===== src/rtl/bit_serial_addsub.sv =====
`default_nettype none
// ============================================================================
// Module      : bit_serial_addsub
// Description : Multi-cycle serial adder/subtractor, LSB-first, DIGIT bits per
//               clock, with a one-cycle done pulse. Optional macro OVF_EN adds
//               the signed-overflow output o_ovf.
// Revision    : 1.0 - initial release
// ============================================================================
module bit_serial_addsub #(
    parameter int WIDTH = 8,
    parameter int DIGIT = 1
) (
    input  logic             i_clk,
    input  logic             i_rst_n,
    input  logic             i_start,
    input  logic [WIDTH-1:0] i_a,
    input  logic [WIDTH-1:0] i_b,
    input  logic             i_c_in,
    input  logic             i_sub,
    output logic             o_busy,
    output logic             o_done,
    output logic [WIDTH-1:0] o_sum,
    output logic             o_c_out
`ifdef OVF_EN
    ,
    output logic             o_ovf
`endif
);

    localparam int              c_NDIG = WIDTH / DIGIT;
    localparam int              c_CW   = $clog2(c_NDIG + 1);
    localparam logic [c_CW-1:0] c_LAST = c_CW'(c_NDIG - 1);

    typedef enum logic [1:0] {
        S_IDLE = 2'd0,
        S_RUN  = 2'd1,
        S_DONE = 2'd2
    } state_t;

    state_t           r_state;
    logic [WIDTH-1:0] r_a;
    logic [WIDTH-1:0] r_b;
    logic [WIDTH-1:0] r_res;
    logic             r_carry;
    logic [c_CW-1:0]  r_cnt;

    logic [DIGIT:0]   w_dsum;
    logic [DIGIT-1:0] w_digit;
    logic             w_carry;
    logic [WIDTH-1:0] w_r_next;
    logic             w_accept;

    assign w_dsum   = {1'b0, r_a[DIGIT-1:0]} + {1'b0, r_b[DIGIT-1:0]}
                    + {{DIGIT{1'b0}}, r_carry};
    assign w_digit  = w_dsum[DIGIT-1:0];
    assign w_carry  = w_dsum[DIGIT];
    assign w_accept = i_start && (r_state != S_RUN);

    // The new digit enters at the top; with DIGIT==WIDTH it is the whole word.
    generate
        if (DIGIT == WIDTH) begin : g_full
            assign w_r_next = w_digit;
        end else begin : g_part
            assign w_r_next = {w_digit, r_res[WIDTH-1:DIGIT]};
        end
    endgenerate

    always_ff @(posedge i_clk or negedge i_rst_n) begin
        if (!i_rst_n) begin
            r_state <= S_IDLE;
            r_a     <= '0;
            r_b     <= '0;
            r_res   <= '0;
            r_carry <= 1'b0;
            r_cnt   <= '0;
            o_busy  <= 1'b0;
            o_done  <= 1'b0;
            o_sum   <= '0;
            o_c_out <= 1'b0;
`ifdef OVF_EN
            o_ovf   <= 1'b0;
`endif
        end else begin
            case (r_state)
                S_RUN: begin
                    r_a     <= r_a >> DIGIT;
                    r_b     <= r_b >> DIGIT;
                    r_res   <= w_r_next;
                    r_carry <= w_carry;
                    r_cnt   <= r_cnt + 1'b1;
                    if (r_cnt == c_LAST) begin
                        r_state <= S_DONE;
                        o_busy  <= 1'b0;
                        o_done  <= 1'b1;
                        o_sum   <= w_r_next;
                        o_c_out <= w_carry;
`ifdef OVF_EN
                        // On the last digit the low bits of r_a/r_b hold the operand MSBs.
                        o_ovf   <= (r_a[DIGIT-1] == r_b[DIGIT-1]) &&
                                   (w_digit[DIGIT-1] != r_a[DIGIT-1]);
`endif
                    end
                end
                default: begin
                    o_done <= 1'b0;
                    if (w_accept) begin
                        r_a     <= i_a;
                        r_b     <= i_sub ? ~i_b : i_b;
                        r_carry <= i_sub ? ~i_c_in : i_c_in;
                        r_cnt   <= '0;
                        r_state <= S_RUN;
                        o_busy  <= 1'b1;
                    end else begin
                        r_state <= S_IDLE;
                    end
                end
            endcase
        end
    end

endmodule
`default_nettype wire


===== config.mk =====
export PLATFORM = sky130hd
export DESIGN_NAME = bit_serial_addsub
export DESIGN_NICKNAME = d
export VERILOG_FILES = /design/src/rtl/bit_serial_addsub.sv
export SDC_FILE = /design/constraint.sdc
export NUM_CORES = 1
export LEC_CHECK = 0
export BUFFER_PORTS_ARGS = -buffer_cell sky130_fd_sc_hd__buf_2
export CAP_MARGIN = 20
export CELL_PAD_IN_SITES_DETAIL_PLACEMENT = 1
export CELL_PAD_IN_SITES_GLOBAL_PLACEMENT = 1
export CORE_MARGIN = 2
export CORE_UTILIZATION = 43
export CTS_CLUSTER_SIZE = 28
export DETAILED_ROUTE_END_ITERATION = 8
export GPL_ROUTABILITY_DRIVEN = 0
export PLACE_DENSITY = 0.88
export SLEW_MARGIN = 20
export SYNTH_ARGS = -nofsm -noshare
export SYNTH_HDL_FRONTEND = slang
export SYNTH_SLANG_ARGS = --single-unit

===== constraint.sdc =====
create_clock -name i_clk -period 1.99 [get_ports i_clk]
set_input_delay 0 -clock i_clk [delete_from_list [all_inputs] [get_ports i_clk]]
set_output_delay 0 -clock i_clk [all_outputs]
set_load 0.03 [all_outputs]

==> reports/results.ini, run 1 <==
[die]
initial_core_util = 0.452
ios = 32
die_area_um2 = 4770
rows = 23
die_h_um = 69.0
core_um2 = 4030
fp.dieW_um = 69.0

[synth]
synth_cells = 158
yosysWarnings = 0
syn_avg_cell_area_um2 = 11.5
yosysUniqueCellTypes = 23
netlist_area_um2 = 1820
syn_nets = 181
ys_ff_latch = 40
seq_area_frac_synth = 0.550

[placement]
numPortBuffers = 31
placedCellCount = 230
hpwl_um = 2440

[flow_run]
cap_viol_max_count = 0

[critical_path]
crit_arrival_ns = 1.64
cp_max_fo = 12
cp.buffers_inverters = 0
slowest_delay_ns = 0.41
crit_cells = 3
cp_data_required_time_ns = 2.17
startpoint_type = flip-flop
reg2reg_depth = 3
worstSetupEndpoint = o_sum[5]$_DFFE_PN0P_
crit_slowest_cell = and4b_4
cp_top_family = simple AND/OR/NAND/NOR gates
end_kind = flip-flop
startpoint = r_cnt[0]$_DFFE_PN0P_
worstReg2RegEnd = o_sum[5]$_DFFE_PN0P_
worstSetupPathType = flip-flop to flip-flop
rr_startpoint = r_cnt[0]$_DFFE_PN0P_
rrSetupSlack_ns = 0.53
crit_chain = ha_1, and4b_4, mux2_2

[sta]
timing.fmax_ghz = 0.684
slew_headroom = 0.419
final-max-slew-violation-count = 0
tightest_slew_ns = 0.871
fin_crit_sh = 0.735
period_minus_slack_ns = 1.46
setup_viol = 0
rsz0062_at_grt = no
fin_setup_tns_ns = 0
fin_skew_ns = 0.00258
hold_viol = 0

[clock_tree]
ctsResizeCount = 0
cts_buffers = 5
cts.sink_count = 40
cts_tree = yes
cts_root_buf = clkbuf_8
clockBufferDepth = 2
path_clk_slew_ns = 0.07
clock_latency_ns = 0.29
h-tree-depth = 2

[route]
ant_nets = 0
drt_iter0_markers = 45
vias = 1204
drt_wl_total_um = 3510
wire_per_inst_um = 14.6
vias_per_cell = 5.00
drc = 0
dr.pass1.iters = 4

[global_route]
grt_pass1_vias = 1338
grt_use_total = 0.167
grt_first_pass_wirelength_um = 6250
grt_remaining_overflow = 0
met2_usage = 0.287
gr-usage-met1 = 0.195
grt_busiest_layer = met2
use_met3 = 0.0497
antenna_found_initial = 0
grt_max_degree = 45

[finish]
stdcell_count = 241
nets = 213
fill_cells = 447
area_growth_pct = 15.4
drive_above_1_share = 0.267
antenna_cells = 0

[min_path]
hold_path.class = input port to flip-flop

[run_status]
outcome = finished, final reports clean

[power]
peakVddDrop_uv = 646
cellPowerDensity_nw_per_um2 = 1500
p_leak_nw = 1.07
finalPower_mw = 3.16

## cell type report
cell class	count	area (um^2)	area share
clock buffers	8	90.1	0.0429
multi-input cells	108	753	0.359
flip-flops and latches	40	1000	0.477
well taps	50	62.6	0.0298
repair buffers	35	193	0.0918
## how the worst min path moves through the flow
| stage | cells after the start | start | slack, ns | endpoint |
|---|---|---|---|---|
| finish | 3 | i_a[2] | 0.01 | r_a[2]$_DFFE_PN0P_ |
| global route | 3 | i_a[2] | 0.01 | r_a[2]$_DFFE_PN0P_ |
| CTS | 3 | i_a[2] | 0.006 | r_a[2]$_DFFE_PN0P_ |
| detailed placement | 1 | i_rst_n | 0.17 | o_sum[3]$_DFFE_PN0P_ |
| global placement | 1 | i_rst_n | 0.15 | r_res[4]$_DFFE_PN0P_ |
| floorplan | 0 | i_rst_n | -0.30 | o_busy$_DFFE_PN0P_ |
## sequential cells by signal (all words and copies together) (netlist names)
register / cells
o_sum: 8
r_carry: 1
r_state: 1
o_done: 1
o_c_out: 1
o_busy: 1
r_res: 7
r_b: 8
r_cnt: 4
r_a: 8
## routing by layer
layer | vias to the layer above | share of wire
met2 | 28 | 0.51
met4 | 0 | 0.020
li1 | 587 | -
met5 | - | 0
met1 | 583 | 0.43
met3 | 6 | 0.039
## worst reg2reg max path: cells and delay by family, from the launching register on
family | cells | cell delay, ns
muxes | 1 | 0.37
DFF | 1 | 0.38
adders and majority gates | 1 | 0.20
and+or+nand+nor | 1 | 0.41
## through the flow
step,cell area [um^2],util,worst slack (ns),hold slack [ns]
final,2100,0.521,0.528,0.0105
after global routing,2100,0.521,0.449,0.0115
after CTS,2100,0.521,0.507,0.00610
after detailed placement,1980,0.491,0.503,0.172
after global placement,1980,0.491,0.576,0.151
after floorplan,1820,-,0.427,-0.296
## cell usage after synthesis, drive strengths merged
master,number,area share
clkbuf,5,0.010
nand3,1,0.0027
or2b,1,0.0041
o21ai,17,0.047
nand2b,1,0.0034
nor2b,1,0.0076
xnor2,1,0.0048
fa,1,0.011
xor2,9,0.043
and4b,1,0.0076
mux2,11,0.083
a211oi,1,0.0041
nand2,38,0.078
dfrtp,40,0.55
nand3b,1,0.0041
a21oi,1,0.0027
nor2,5,0.010
mux2i,17,0.094
buf,5,0.025
ha,1,0.0069
## layout by cell type (no fill, tap or decap)
cell	count
and4b_4	1
buf_4	1
ha_1	1
nor2b_4	1
mux2_4	7
nand2_1	38
buf_2	31
dlygate4sd3_1	3
nand2b_1	1
a21oi_1	1
dfrtp_1	40
nand3b_1	1
clkbuf_1	2
clkbuf_8	6
xnor2_1	1
nor2_1	5
or2b_1	1
xor2_1	9
mux2i_1	17
fa_1	1
o21ai_0	17
nand3_1	1
a211oi_1	1
mux2_2	4
## cells by family (layout without fill, tap and decap cells)
group	count (synthesis)	after routing	share of synthesized area
xor+xnor	10	10	0.0481
fa+ha+maj	2	2	0.0179
buf+inv	10	43	0.0358
compound gates	19	19	0.0536
simple gates	49	49	0.118
flops	40	40	0.550
mux	28	28	0.176
## power by group
group          internal (mW)  leakage [nW]  switching, mW
Combinational          0.492         0.513          0.714
Sequential              1.17         0.512          0.226
Clock                  0.283        0.0455          0.275
## what timing repair did
| action | in CTS | in global routing |
|---|---|---|
| hold buffers | 3 | 0 |
| setup buffers | 0 | 0 |
| hold endpoints to repair | 42 | 0 |
No activity file was read; power rests on OpenSTA's default activity.
==> inputs of run 2 (changes only) <==
==> constraint.sdc (replaced) <==
create_clock -name i_clk -period 1.47 [get_ports i_clk]
set_input_delay 0 -clock i_clk [delete_from_list [all_inputs] [get_ports i_clk]]
set_output_delay 0 -clock i_clk [all_outputs]
set_load 0.03 [all_outputs]
==> run 2 against run 1 <==
Compared with the run above:
- combinational power grew 41%
- cell count grew 2.1%
- die area is the same
- via count grew 2.3%
- clock power grew 120%
- flip-flop and latch count is the same
==> reports/results.ini, run 2 (same netlist as run 1, synthesis figures left out) <==
[run_status]
outcome = finished, final reports clean  ; unchanged

[power]
netSwitchingFraction = 0.350  ; was 0.385
internal_power_mw = 3.14  ; was 1.94 mW
p_leak_nw = 1.13  ; was 1.07 nW
peakVddDrop_uv = 888  ; was 646 uV
seqPwrFrac = 0.392  ; was 0.441
switchingPower_mw = 1.69  ; was 1.22 mW
power_frac_clock = 0.255  ; was 0.177
cellPowerDensity_nw_per_um2 = 2190  ; was 1500 nW/um^2
combPwrFrac = 0.353  ; was 0.382

[route]
vias = 1232  ; was 1,204
wire_per_inst_um = 15.3  ; was 14.6 um
drc = 0  ; unchanged
dr.pass1.iters = 2  ; was 4
vias_per_cell = 5.01  ; was 5.00
drt_wl_total_um = 3770  ; was 3510 um
ant_nets = 0  ; unchanged
drt_iter0_markers = 49  ; was 45

[clock_tree]
clock_latency_ns = 0.29  ; about the same
path_clk_slew_ns = 0.07  ; about the same
cts.sink_count = 40  ; unchanged
h-tree-depth = 2  ; unchanged
cts_root_buf = clkbuf_8  ; unchanged
clockBufferDepth = 2  ; unchanged
cts_setup_buffers = 0  ; unchanged
cts_buffers = 5  ; unchanged
cts_tree = yes  ; unchanged

[sta]
period_minus_slack_ns = 1.41  ; was 1.46 ns
timing.hold.ws_ns = 0.0106  ; was 0.0105 ns
rsz0062_at_grt = no  ; unchanged
hold_viol = 0  ; unchanged
fin_setup_tns_ns = 0  ; unchanged
final-max-slew-violation-count = 0  ; unchanged
timing.fmax_ghz = 0.710  ; was 0.684 GHz
setup_viol = 0  ; unchanged
tightest_slew_ns = 0.341  ; was 0.871 ns
fin_ws_ns = 0.0618  ; was 0.528 ns
slew_headroom = 0.773  ; was 0.419
fin_skew_ns = 0.0101  ; was 0.00258 ns
fin_crit_sh = 0.958  ; was 0.735

[critical_path]
slowest_delay_ns = 0.38  ; was 0.41 ns
crit_chain = ha_1, and4b_4, mux2_2  ; unchanged
worstSetupPathType = flip-flop to flip-flop  ; unchanged
cp_data_required_time_ns = 1.64  ; was 2.17 ns
cp_max_fo = 6  ; was 12
end_kind = flip-flop  ; unchanged
cp.buffers_inverters = 0  ; unchanged
startpoint_type = flip-flop  ; unchanged
cp_top_family = flip-flops  ; was simple AND/OR/NAND/NOR gates
crit_arrival_ns = 1.58  ; was 1.64 ns
crit_slowest_cell = dfrtp_1  ; was and4b_4

[placement]
hpwl_um = 2730  ; was 2440 um
placedCellCount = 235  ; was 230
numPortBuffers = 31  ; unchanged
pre_cts_slack_ns = -0.0209  ; was 0.503 ns

[min_path]
hold_path.class = input port to flip-flop  ; unchanged

[finish]
stdcell_count = 246  ; was 241
multiInputGateArea_um2 = 764  ; was 753 um^2
mostFrequentLayoutCells = dfrtp_1 (39), nand2_1 (38), buf_2 (31), mux2i_1 (17), o21ai_0 (17)  ; was dfrtp_1 (40), nand2_1 (38), buf_2 (31), mux2i_1 (17), o21ai_0 (17)
fill_cells = 432  ; was 447
finish.utilization = 0.549  ; was 0.521
layout_commonest_cell = dfrtp_1  ; unchanged
area_growth_pct = 21.6  ; was 15.4%
ff_latch_area_um2 = 1000  ; about the same
reg.largest.list = o_sum: 8 flops, r_a: 8 flops, r_b: 8 flops  ; unchanged
drive_above_1_share = 0.306  ; was 0.267
antenna_cells = 0  ; unchanged
nets = 218  ; was 213

[global_route]
grt_first_pass_wirelength_um = 6390  ; was 6250 um
grt_use_total = 0.170  ; was 0.167
grt_remaining_overflow = 0  ; unchanged
grt_max_degree = 45  ; unchanged
antenna_found_initial = 0  ; unchanged
grt_pass1_vias = 1348  ; was 1,338

[die]
ios = 32  ; unchanged
initial_core_util = 0.452  ; unchanged
rows = 23  ; unchanged
core_um2 = 4030  ; unchanged
die_area_um2 = 4770  ; unchanged
fp.dieW_um = 69.0  ; unchanged
die_h_um = 69.0  ; unchanged

[flow_run]
cap_viol_max_count = 0  ; unchanged

==> run 2: path summary, 6_finish.rpt <==
kind,from,end,slack (ns),depth (start not counted)
max,r_cnt[0]$_DFFE_PN0P_,o_sum[4]$_DFFE_PN0P_,0.06,3
min,i_a[3],r_a[3]$_DFFE_PN0P_,0.01,3
max reg2reg,r_cnt[0]$_DFFE_PN0P_,o_sum[4]$_DFFE_PN0P_,0.06,3
min reg2reg,r_b[1]$_DFFE_PN0P_,r_b[0]$_DFFE_PN0P_,0.50,2
max in group asynchronous,i_rst_n,r_a[0]$_DFFE_PN0P_,0.81,3
min in group asynchronous,i_rst_n,r_res[1]$_DFFE_PN0P_,0.13,2
==> run 2: power by group through the flow <==
stage	clock network (mW)	registers [mW]	logic [mW]
after floorplan	0	2.08	1.07
after global placement	0	1.87	1.58
after detailed placement	0	1.92	1.71
after CTS	1.25	1.91	1.74
after global routing	1.30	1.96	1.92
final	1.23	1.90	1.71
==> run 2: metal layers <==
metal | GRT usage | share of wire | up-vias | wire length [um]
met4 | 0.0523 | 0.011 | 0 | 42
met3 | 0.0453 | 0.036 | 5 | 134
met5 | 0 | 0 | - | 0
met2 | 0.310 | 0.53 | 27 | 1990
met1 | 0.194 | 0.42 | 602 | 1600
li1 | - | - | 598 | -
==> run 2: timing repair <==
item,in CTS,in global routing
resized for setup,0,1
hold buffers,2,0
pin swaps,1,0
endpoints found under the hold margin,41,0
gates cloned,1,0
endpoints found under the setup margin,2,1
==> run 2: final cells by class <==
class / count / share of cell area
sequential: 40 / 0.453
multi-input combinational: 109 / 0.346
timing repair buffer: 39 / 0.101
clock inverter: 3 / 0.0407
tap: 50 / 0.0283
clock buffer: 5 / 0.0311
==> run 2: worst register-to-register path, cell delays in order, from the launching register on <==
cell and delay (ns):
dfrtp_1 0.38, ha_1 0.23, and4b_4 0.34, mux2_2 0.35
==> run 2: metrics by stage <==
step / cell area (um^2) / power (mW)
after global routing: 2210 / 5.18
final: 2210 / 4.83
after floorplan: 1820 / 3.15
after detailed placement: 2020 / 3.63
after CTS: 2210 / 4.90
after global placement: 2020 / 3.46
